==> config.mk <==
export PLATFORM = sky130hd
export DESIGN_NAME = move_sequencer_flat
export DESIGN_NICKNAME = d
export VERILOG_FILES = /design/src/rtl/move_sequencer_if.sv /design/src/rtl/move_sequencer.sv /design/src/flat_wrapper.sv
export SDC_FILE = /design/constraint.sdc
export NUM_CORES = 1
export LEC_CHECK = 0
export BUFFER_PORTS_ARGS = -buffer_cell sky130_fd_sc_hd__buf_2
export CAP_MARGIN = 15
export CORE_MARGIN = 4
export CORE_UTILIZATION = 50
export CTS_CLUSTER_SIZE = 10
export DETAILED_ROUTE_END_ITERATION = 10
export PLACE_DENSITY = 0.69
export SKIP_CTS_REPAIR_TIMING = 1
export SLEW_MARGIN = 25
export SYNTH_ARGS = -nofsm -noshare
export SYNTH_HDL_FRONTEND = slang
export SYNTH_SLANG_ARGS = --single-unit
==> constraint.sdc <==
create_clock -name clk -period 2.4 [get_ports clk]
set_input_delay 0.36 -clock clk [delete_from_list [all_inputs] [get_ports clk]]
set_output_delay 0.36 -clock clk [all_outputs]
set_load 0.02 [all_outputs]
==> src/rtl/move_sequencer_if.sv <==
// Handshake bundle between the move sequencer and the players/board.
// slave: sequencer side; master: player/board side.
interface move_sequencer_if;
  logic       start;
  logic       first_player;
  logic       fpga_req;
  logic [2:0] fpga_col;
  logic       ard_req;
  logic [2:0] ard_col;
  logic       wr_en;
  logic [2:0] wr_row;
  logic [2:0] wr_col;
  logic [1:0] wr_val;
  logic       turn;
  logic [3:0] secs_left;
  logic       reject;
  logic       board_full;

  modport slave (
    input  start, first_player, fpga_req, fpga_col, ard_req, ard_col,
    output wr_en, wr_row, wr_col, wr_val, turn, secs_left, reject, board_full
  );

  modport master (
    output start, first_player, fpga_req, fpga_col, ard_req, ard_col,
    input  wr_en, wr_row, wr_col, wr_val, turn, secs_left, reject, board_full
  );
endinterface

==> src/rtl/move_sequencer.sv <==
// Connect-four move sequencer: turn order, per-turn timer, column heights and board writes.
// Define AUTO_MOVE_EN to auto-play the lowest non-full column on timeout instead of forfeiting.
module move_sequencer #(
  parameter int unsigned CLK_HZ    = 50_000_000,
  parameter int unsigned TURN_SECS = 10
) (
  input logic             clk,
  input logic             rst,
  move_sequencer_if.slave bus
);

  typedef enum logic [2:0] {
    StIdle, StWaitMove, StCheck, StWrite, StSwap, StFull
  } state_e;

  localparam int unsigned PW       = (CLK_HZ > 1) ? $clog2(CLK_HZ) : 1;
  localparam logic [PW-1:0] PrescMax = PW'(CLK_HZ - 1);
  localparam logic [3:0]  SecsLoad = 4'(TURN_SECS);
  localparam logic [5:0]  NumCells = 6'd42;

  state_e        state_q, state_d;
  logic          turn_q, turn_d;
  logic [3:0]    secs_q, secs_d;
  logic [PW-1:0] presc_q, presc_d;
  logic [2:0]    col_q, col_d;
  logic [2:0]    height_q [7];
  logic [2:0]    height_d [7];
  logic [5:0]    moves_q, moves_d;

  logic       cur_full;
  logic [2:0] cur_h;
  logic       col_bad;
  logic       own_req;
  logic [2:0] own_col;
  logic       timing;
  logic       tick;
  logic       go_swap;

  always_ff @(posedge clk or negedge rst) begin
    if (!rst) begin
      state_q <= StIdle;
      turn_q  <= 1'b0;
      secs_q  <= '0;
      presc_q <= '0;
      col_q   <= '0;
      moves_q <= '0;
      for (int i = 0; i < 7; i++) height_q[i] <= '0;
    end else begin
      state_q  <= state_d;
      turn_q   <= turn_d;
      secs_q   <= secs_d;
      presc_q  <= presc_d;
      col_q    <= col_d;
      moves_q  <= moves_d;
      height_q <= height_d;
    end
  end

  // Height of the latched column; column 7 does not exist and is always illegal.
  always_comb begin
    cur_h = '0;
    for (int i = 0; i < 7; i++) begin
      if (col_q == 3'(i)) cur_h = height_q[i];
    end
    cur_full = (cur_h == 3'd6);
    col_bad  = (col_q == 3'd7) || cur_full;
  end

  assign own_req = turn_q ? bus.ard_req : bus.fpga_req;
  assign own_col = turn_q ? bus.ard_col : bus.fpga_col;

`ifdef AUTO_MOVE_EN
  logic [2:0] auto_col;

  // Scan high to low so the lowest non-full column wins.
  always_comb begin
    auto_col = '0;
    for (int i = 6; i >= 0; i--) begin
      if (height_q[i] != 3'd6) auto_col = 3'(i);
    end
  end
`endif

  always_comb begin
    state_d  = state_q;
    turn_d   = turn_q;
    col_d    = col_q;
    height_d = height_q;
    moves_d  = moves_q;
    go_swap  = 1'b0;

    timing  = (state_q == StWaitMove) || (state_q == StCheck);
    tick    = timing && (presc_q == PrescMax);
    presc_d = presc_q;
    secs_d  = secs_q;
    if (timing) begin
      presc_d = tick ? '0 : presc_q + 1'b1;
      if (tick && (secs_q != 4'd0)) secs_d = secs_q - 1'b1;
    end

    case (state_q)
      StIdle, StFull: begin
        if (bus.start) begin
          turn_d  = bus.first_player;
          moves_d = '0;
          secs_d  = SecsLoad;
          presc_d = '0;
          for (int i = 0; i < 7; i++) height_d[i] = '0;
          state_d = StWaitMove;
        end
      end
      StWaitMove: begin
        if (own_req) begin
          col_d   = own_col;
          state_d = StCheck;
        end else if (secs_q == 4'd0) begin
`ifdef AUTO_MOVE_EN
          col_d   = auto_col;
          state_d = StWrite;
`else
          go_swap = 1'b1;
`endif
        end
      end
      StCheck: begin
        state_d = col_bad ? StWaitMove : StWrite;
      end
      StWrite: begin
        for (int i = 0; i < 7; i++) begin
          if (col_q == 3'(i)) height_d[i] = height_q[i] + 1'b1;
        end
        moves_d = moves_q + 1'b1;
        go_swap = 1'b1;
      end
      StSwap: begin
        state_d = (moves_q == NumCells) ? StFull : StWaitMove;
      end
      default: state_d = StIdle;
    endcase

    // Turn handover is committed on entry to SWAP so the new player shows up during SWAP.
    if (go_swap) begin
      state_d = StSwap;
      if (moves_d != NumCells) begin
        turn_d  = ~turn_q;
        secs_d  = SecsLoad;
        presc_d = '0;
      end
    end
  end

  always_comb begin
    bus.wr_en      = (state_q == StWrite);
    bus.wr_row     = bus.wr_en ? cur_h : 3'd0;
    bus.wr_col     = bus.wr_en ? col_q : 3'd0;
    bus.wr_val     = bus.wr_en ? (turn_q ? 2'b10 : 2'b01) : 2'b00;
    bus.reject     = (state_q == StCheck) && col_bad;
    bus.board_full = (state_q == StFull);
    bus.turn       = turn_q;
    bus.secs_left  = secs_q;
  end

endmodule

==> src/flat_wrapper.sv <==
// flat-port wrapper written by rule: the top's interface ports become plain ports
module move_sequencer_flat 
#(
  parameter int unsigned CLK_HZ    = 50_000_000,
  parameter int unsigned TURN_SECS = 10
)
  (clk, rst, bus_start, bus_first_player, bus_fpga_req, bus_fpga_col, bus_ard_req, bus_ard_col, bus_wr_en, bus_wr_row, bus_wr_col, bus_wr_val, bus_turn, bus_secs_left, bus_reject, bus_board_full);
  move_sequencer_if bus_i ();
  input logic clk;
  input logic rst;
  input wire logic [$bits(bus_i.start)-1:0] bus_start;
  input wire logic [$bits(bus_i.first_player)-1:0] bus_first_player;
  input wire logic [$bits(bus_i.fpga_req)-1:0] bus_fpga_req;
  input wire logic [$bits(bus_i.fpga_col)-1:0] bus_fpga_col;
  input wire logic [$bits(bus_i.ard_req)-1:0] bus_ard_req;
  input wire logic [$bits(bus_i.ard_col)-1:0] bus_ard_col;
  output wire logic [$bits(bus_i.wr_en)-1:0] bus_wr_en;
  output wire logic [$bits(bus_i.wr_row)-1:0] bus_wr_row;
  output wire logic [$bits(bus_i.wr_col)-1:0] bus_wr_col;
  output wire logic [$bits(bus_i.wr_val)-1:0] bus_wr_val;
  output wire logic [$bits(bus_i.turn)-1:0] bus_turn;
  output wire logic [$bits(bus_i.secs_left)-1:0] bus_secs_left;
  output wire logic [$bits(bus_i.reject)-1:0] bus_reject;
  output wire logic [$bits(bus_i.board_full)-1:0] bus_board_full;
  assign bus_i.start = bus_start;
  assign bus_i.first_player = bus_first_player;
  assign bus_i.fpga_req = bus_fpga_req;
  assign bus_i.fpga_col = bus_fpga_col;
  assign bus_i.ard_req = bus_ard_req;
  assign bus_i.ard_col = bus_ard_col;
  assign bus_wr_en = bus_i.wr_en;
  assign bus_wr_row = bus_i.wr_row;
  assign bus_wr_col = bus_i.wr_col;
  assign bus_wr_val = bus_i.wr_val;
  assign bus_turn = bus_i.turn;
  assign bus_secs_left = bus_i.secs_left;
  assign bus_reject = bus_i.reject;
  assign bus_board_full = bus_i.board_full;
  move_sequencer #(.CLK_HZ(CLK_HZ), .TURN_SECS(TURN_SECS)) u_core (.clk(clk), .rst(rst), .bus(bus_i));
endmodule
Word level (Yosys, flattened, before mapping)
Index checks and enable logic that the tools add are counted.
{ "classes": {"reduce_logical": 20, "n_mux": 49, "n_bitwise": 1, "eq_ne": 27, "add_sub_neg": 10} }
{ "op_table": {"columns": ["op", "count"], "rows": [
  ["$mux W26", 6],
  ["$mux W3", 21],
  ["$pmux W21 S2", 1],
  ["$add A26 B1 Y26 const B", 1],
  ["$eq A26 B26 Y1 const B", 1],
  ["$mux W4", 6],
  ["$reduce_and A3 Y1", 8],
  ["$add A3 B1 Y3 const B", 7],
  ["$eq A3 B3 Y1 const B", 7],
  ["$mux W21", 1],
  ["$ne A2 B1 Y1 const B", 8],
  ["$pmux W3 S5", 1],
  ["$eq A3 B2 Y1 const B", 4],
  ["$pmux W6 S2", 1],
  ["$mux W1", 7],
  ["$add A6 B1 Y6 const B", 1],
  ["$eq A3 B1 Y1 const B", 2],
  ["$eq A6 B6 Y1 const B", 1],
  ["$logic_not A3 Y1", 2],
  ["$mux W2", 3],
  ["$mux W6", 1],
  ["$ne A6 B6 Y1 const B", 1],
  ["$logic_not A4 Y1", 1],
  ["$reduce_bool A4 Y1", 1],
  ["other kinds (11)", 14]
]} }
{ "totals": {"in_bits": 12, "register_bits": 64} }

Depth between registers and ports, before layout
{ "depth": {"ltp_word": 13, "depth_mapped": 11, "ltp_nobuf": 8} }

Worst setup path before layout
Ideal clock, no wire load.
{ "synth_path": {"path_kind": "reg2reg", "start": "reg u_core.secs_q[0], in the netlist u_core.bus.secs_left[0]", "end": "reg u_core.presc_q[13]", "arrival_ns": 2.377, "setup_ns": 0.121, "slack_ns": -0.098, "path_stages_with_launch": 11, "n_path_buf": 2, "path_cell_list": "dfrtp_1 > inv_1 > ha_1 > inv_1 > nor3_1 > a21oi_1 > or2_2 > a22oi_1 > buf_2 > buf_2 > nor2_1"} }
{ "synth_via": {"elab_chain_len": 5} }
{ "synth_lines": {"columns": ["item", "line_no", "text"], "rows": [
  ["from (decl)", "move_sequencer.sv:23", "logic [3:0] secs_q, secs_d;"],
  ["from (signal assigned)", "move_sequencer.sv:51", "secs_q <= secs_d;"],
  ["$logic_not A4 Y1", "move_sequencer.sv:116", "end else if (secs_q == 4'd0) begin"],
  ["$mux W1", "move_sequencer.sv:116", null],
  ["$mux W1", "move_sequencer.sv:113", "if (own_req) begin"],
  ["$pmux W1 S2", "move_sequencer.sv:101", "case (state_q)"],
  ["$mux W26", "move_sequencer.sv:142", "if (go_swap) begin"],
  ["via u_core.presc_d[13]", "move_sequencer.sv:24", "logic [PW-1:0] presc_q, presc_d;"],
  ["to (signal assigned)", "move_sequencer.sv:52", "presc_q <= presc_d;"],
  ["to (decl)", "move_sequencer.sv:24", null]
]} }
The timed path passes the listed nets, and every way through them passes these cells.
A chain may end at the register's enable or synchronous reset.

Worst setup path in the final report
{ "layout_path": {"start": "reg u_core.col_q[0]", "end": "out bus_reject"} }
{ "layout_via": {"elab_chain_len": 11, "elab_cells_between_ends": 18, "cone_classes": "eq/ne (8); mux (7); reduce/logical (3)"} }
{ "layout_lines": {"columns": ["item", "line_no", "text"], "rows": [
  ["from (decl)", "move_sequencer.sv:25", "logic [2:0] col_q, col_d;"],
  ["from (signal assigned)", "move_sequencer.sv:53", "col_q <= col_d;"],
  ["$logic_not A3 Y1", "move_sequencer.sv:63", "if (col_q == 3'(i)) cur_h = height_q[i];"],
  ["$mux W3 (7 in series)", "move_sequencer.sv:63", null],
  ["$eq A3 B3 Y1", "move_sequencer.sv:65", "cur_full = (cur_h == 3'd6);"],
  ["$logic_or A1 B1 Y1 *", "move_sequencer.sv:66", "col_bad = (col_q == 3'd7) || cur_full;"],
  ["$logic_and A1 B1 Y1 *", "move_sequencer.sv:157", "bus.reject = (state_q == StCheck) && col_bad;"],
  ["to (decl)", "flat_wrapper.sv:23", "output wire logic [$bits(bus_i.reject)-1:0] bus_reject;"]
]} }
Mark *: on every way between the ends. The rest lies on a longest branch, timed or not.

==> summary.md <==
| Metric | Value |
|---|---|
| Status | `complete, no violations` |
| Ys async rst share | `100.0%` |
| Final Hold Fails | `0` |
| Switch share | `approximately 37%` |
| Initial core utilization | `between 50% and 60%` |
| Sequential cell fraction of total power | `37.0%` |
| Synth Area in XOR/XNOR | `between 7 and 8%` |
| Max cap viols | `0` |
| Detailed Place HPWL | `5931 µm` |
| Reg2reg end | `u_core.bus.secs_left[1]$_DFF_PN0_` |
| GRT overflow | `0` |
| Vias in the first global route | `3063` |
| Final WL | `8266 µm` |
| Final Slew Violations | `0` |
| Top-count cell post-synth | `dfrtp_1` |
| Clock power share | `between 20% and 30%` |
| Pwr/cell area | `between 900 and 1000 mW/mm²` |
| Int Power | `2.493 mW` |
| Part of the power in combinational logic | `37.2%` |
| Drt via density | `5.538` |
| Synth Area in Compound Gates | `10.07%` |
| Synth top area cells | `dfrtp_1 43%, nor2_1 5.7%, xor2_1 4.2%` |
| Port Buffers | `27` |
| Row count | `31` |
| Clk_skew | `6.428 ps` |
| CP Max Fanout | `6` |
| Synthesized Nets | `about 440` |
| Setup slack after layout | `around 0.48 ps` |
| Worst R2R Setup Slack | `between 100 and 150 ps` |
| Fmax | `roughly 0.42 GHz` |
| R2r worst-path depth | `7` |
| RSZ-0062 raised after global routing | `true` |
| Core Util, Final | `around three fifths` |
| Main combinational cell family by area after synthesis | `simple AND/OR/NAND/NOR gates` |
| Synthesis-stage register bit count | `64` |
| WS Path Type | `reg2out` |
| Final antenna-violating net count | `0` |
| RD Place Congestion | `0.8812` |
| Core area | `between 0.007 and 0.008 mm²` |
| Kind of end point of the critical path | `output pin` |
| Relative slew slack | `between 50 and 60%` |
| YS warnings | `0` |
| Post-synth top area share | `approximately 43%` |
| Area of the mapped netlist | `~0.0037 mm²` |
| Initial antenna violation count | `0` |
| Yosys cell types | `47` |
| Synth Area in Simple Gates | `between 20 and 30%` |
| Root buf cell | `clkbuf_8` |
| Synth Instances | `roughly 410` |
| WL/cell | `roughly 15 µm` |
| Max clock buf depth | `2` |
| CTS tree | `yes` |
| Die footprint | `around 0.009 mm²` |
| Share of cells above drive strength 1 | `between 20% and 30%` |
| CP startpoint kind | `flop` |
| Vias | `roughly 3100` |
| DRC viols | `0` |
| Worst vdd ir | `between 0.5 and 0.6 mV` |
| Die X | `94.50 µm` |
| Post-synth top cells | `64 x dfrtp_1, 57 x nor2_1, 41 x nand2_1` |
| Slew @ Worst Pin | `roughly 600 ps` |
| Hold/Removal Path Class | `in2async` |
| Mux share of post-synthesis cell area | `5.318%` |
| CP required | `approximately 2000 ps` |
| Clk_lat worst skew | `340 ps` |
| Fin crit period | `about 2400 ps` |
| First-pass GRT wire length | `approximately 14000 µm` |
| Post-synthesis adder-cell area fraction | `under 10%` |
| Diode count | `0` |
| Dpl cells | `~550` |
| Initial drt markers | `128` |
| Syn_area_per_cell | `between 9 and 10 µm²` |
| R2R Path Start | `u_core.presc_q[0]$_DFF_PN0_` |
| Static Leak | `about 2.0 nW` |
| Post-synth EDFFs | `0` |
| Place WS | `approximately 46 ps` |
| Largest net degree at the start of global routing | `31` |
| TritonCTS buffer count | `9` |
| Nets | `484` |
| Final Non-Filler Cells | `~570` |
| H-tree levels | `3` |
| Final setup viols | `0` |
| Synth Flop Type | `dfrtp_1` |
| Area grow syn2layout | `17.56%` |
| Die H | `94.50 µm` |
| Synth area leader | `dfrtp_1` |
| Initial DRT Pass Iterations | `4` |
| Clock sinks | `64` |
| Psw | `1.482 mW` |
| CTS clk-pin slew, worst paths | `~70 ps` |
| CP arrival | `about 2000 ps` |
| Part of the cycle the worst path needs | `between 90 and 100%` |
| Share of the yosys chip area belonging to registers | `42.81%` |
| Global-route usage over all layers | `20.55%` |
| # IOs | `28` |
-- flip-flops by register name (all words and copies together), names as in the netlist --
register / flops
u_core.col_q: 3
u_core.moves_q: 6
u_core.bus.turn: 1
u_core.state_q: 3
u_core.presc_q: 26
u_core.height_q: 21
u_core.bus.secs_left: 4
-- logic make-up after synthesis --
group                    Yosys count
XOR/XNOR                          31
flip-flops                        64
buffers and inverters             33
multiplexers                      16
AND/OR/NAND/NOR                  195
AO/OA/AOI/OAI                     64
adder cells (fa/ha/maj)           11
-- layout by cell type (no fill, tap or decap), types with 3 or more instances in the layout --
cell | Yosys | final
or2_2 | 5 | 5
clkbuf_1 | 15 | 3
or3_1 | 6 | 6
nor4b_1 | 3 | 3
dfrtp_1 | 64 | 61
nand2_1 | 41 | 41
nor2_1 | 57 | 57
o211ai_1 | 7 | 7
mux4_2 | 3 | 3
o21ai_2 | 0 | 4
dfrtp_2 | 0 | 3
xnor2_1 | 12 | 12
nor3_1 | 9 | 8
nor4_1 | 6 | 6
clkbuf_8 | 0 | 10
xor2_1 | 18 | 18
and2_1 | 4 | 4
nand3_1 | 23 | 23
nand2b_1 | 7 | 7
buf_4 | 0 | 30
nand3b_1 | 8 | 8
ha_1 | 11 | 11
nand4_1 | 7 | 7
a21o_1 | 3 | 3
nand4b_1 | 4 | 4
and3_1 | 3 | 3
inv_1 | 11 | 10
buf_2 | 4 | 26
a21oi_1 | 16 | 15
mux2i_1 | 12 | 12
nor3b_1 | 3 | 3
o21ai_0 | 30 | 26
-- per-stage QoR --
step	hold slack, ps	setup TNS, ps	cell area [µm²]	power, mW
floorplan	64.41	0	3746	2.375
global placement	399.5	0	4130	2.838
detailed placement	408.0	0	4130	2.873
CTS	33.06	-259.7	4344	3.915
global route	60.14	-67.03	4398	4.254
finish	22.17	0	4398	3.975
-- critical path, stage by stage (launching register included) --
cell and delay [ps]:
dfrtp_2 440, buf_4 150, mux4_2 500, o21ai_2 200, o21ai_2 90, nor2b_2 160, buf_4 150
-- worst max-delay path by stage --
stage	from	to	slack, ps
6_report	u_core.col_q[0]$_DFFE_PN0P_	bus_reject	0.5
5_1_grt	u_core.col_q[0]$_DFFE_PN0P_	bus_reject	-60
4_1_cts	u_core.col_q[0]$_DFFE_PN0P_	bus_reject	-260
3_5_place_dp	u_core.presc_q[0]$_DFF_PN0_	u_core.bus.secs_left[1]$_DFF_PN0_	50
3_3_place_gp	u_core.presc_q[0]$_DFF_PN0_	u_core.bus.secs_left[1]$_DFF_PN0_	100
2_1_floorplan	u_core.presc_q[0]$_DFF_PN0_	u_core.bus.secs_left[1]$_DFF_PN0_	10
-- layer usage --
layer	GRT usage, %	vias to the layer above	share of wire [%]
met3	4.622	12	4.4
met1	27.02	1502	45
li1	-	1540	-
met2	33.92	75	49
met5	0	-	0
met4	6.250	0	1.3
-- layout make-up --
cell class,instances,area (µm²)
Clock inverter,3,65.06
Sequential cell,64,1605
Tap cell,99,123.9
Timing Repair Buffer,58,386.6
Multi-Input combinational cell,317,2027
Clock buffer,13,148.9
Fill cell,669,2855
Inverter,11,41.29
-- power by group through the flow --
stage	logic, mW	registers [mW]	clock network, mW
floorplan	0.998	1.38	0
global placement	1.37	1.47	0
detailed placement	1.40	1.47	0
CTS	1.41	1.46	1.05
global route	1.65	1.50	1.10
finish	1.48	1.47	1.02
No activity file was read; power rests on OpenSTA's default activity.
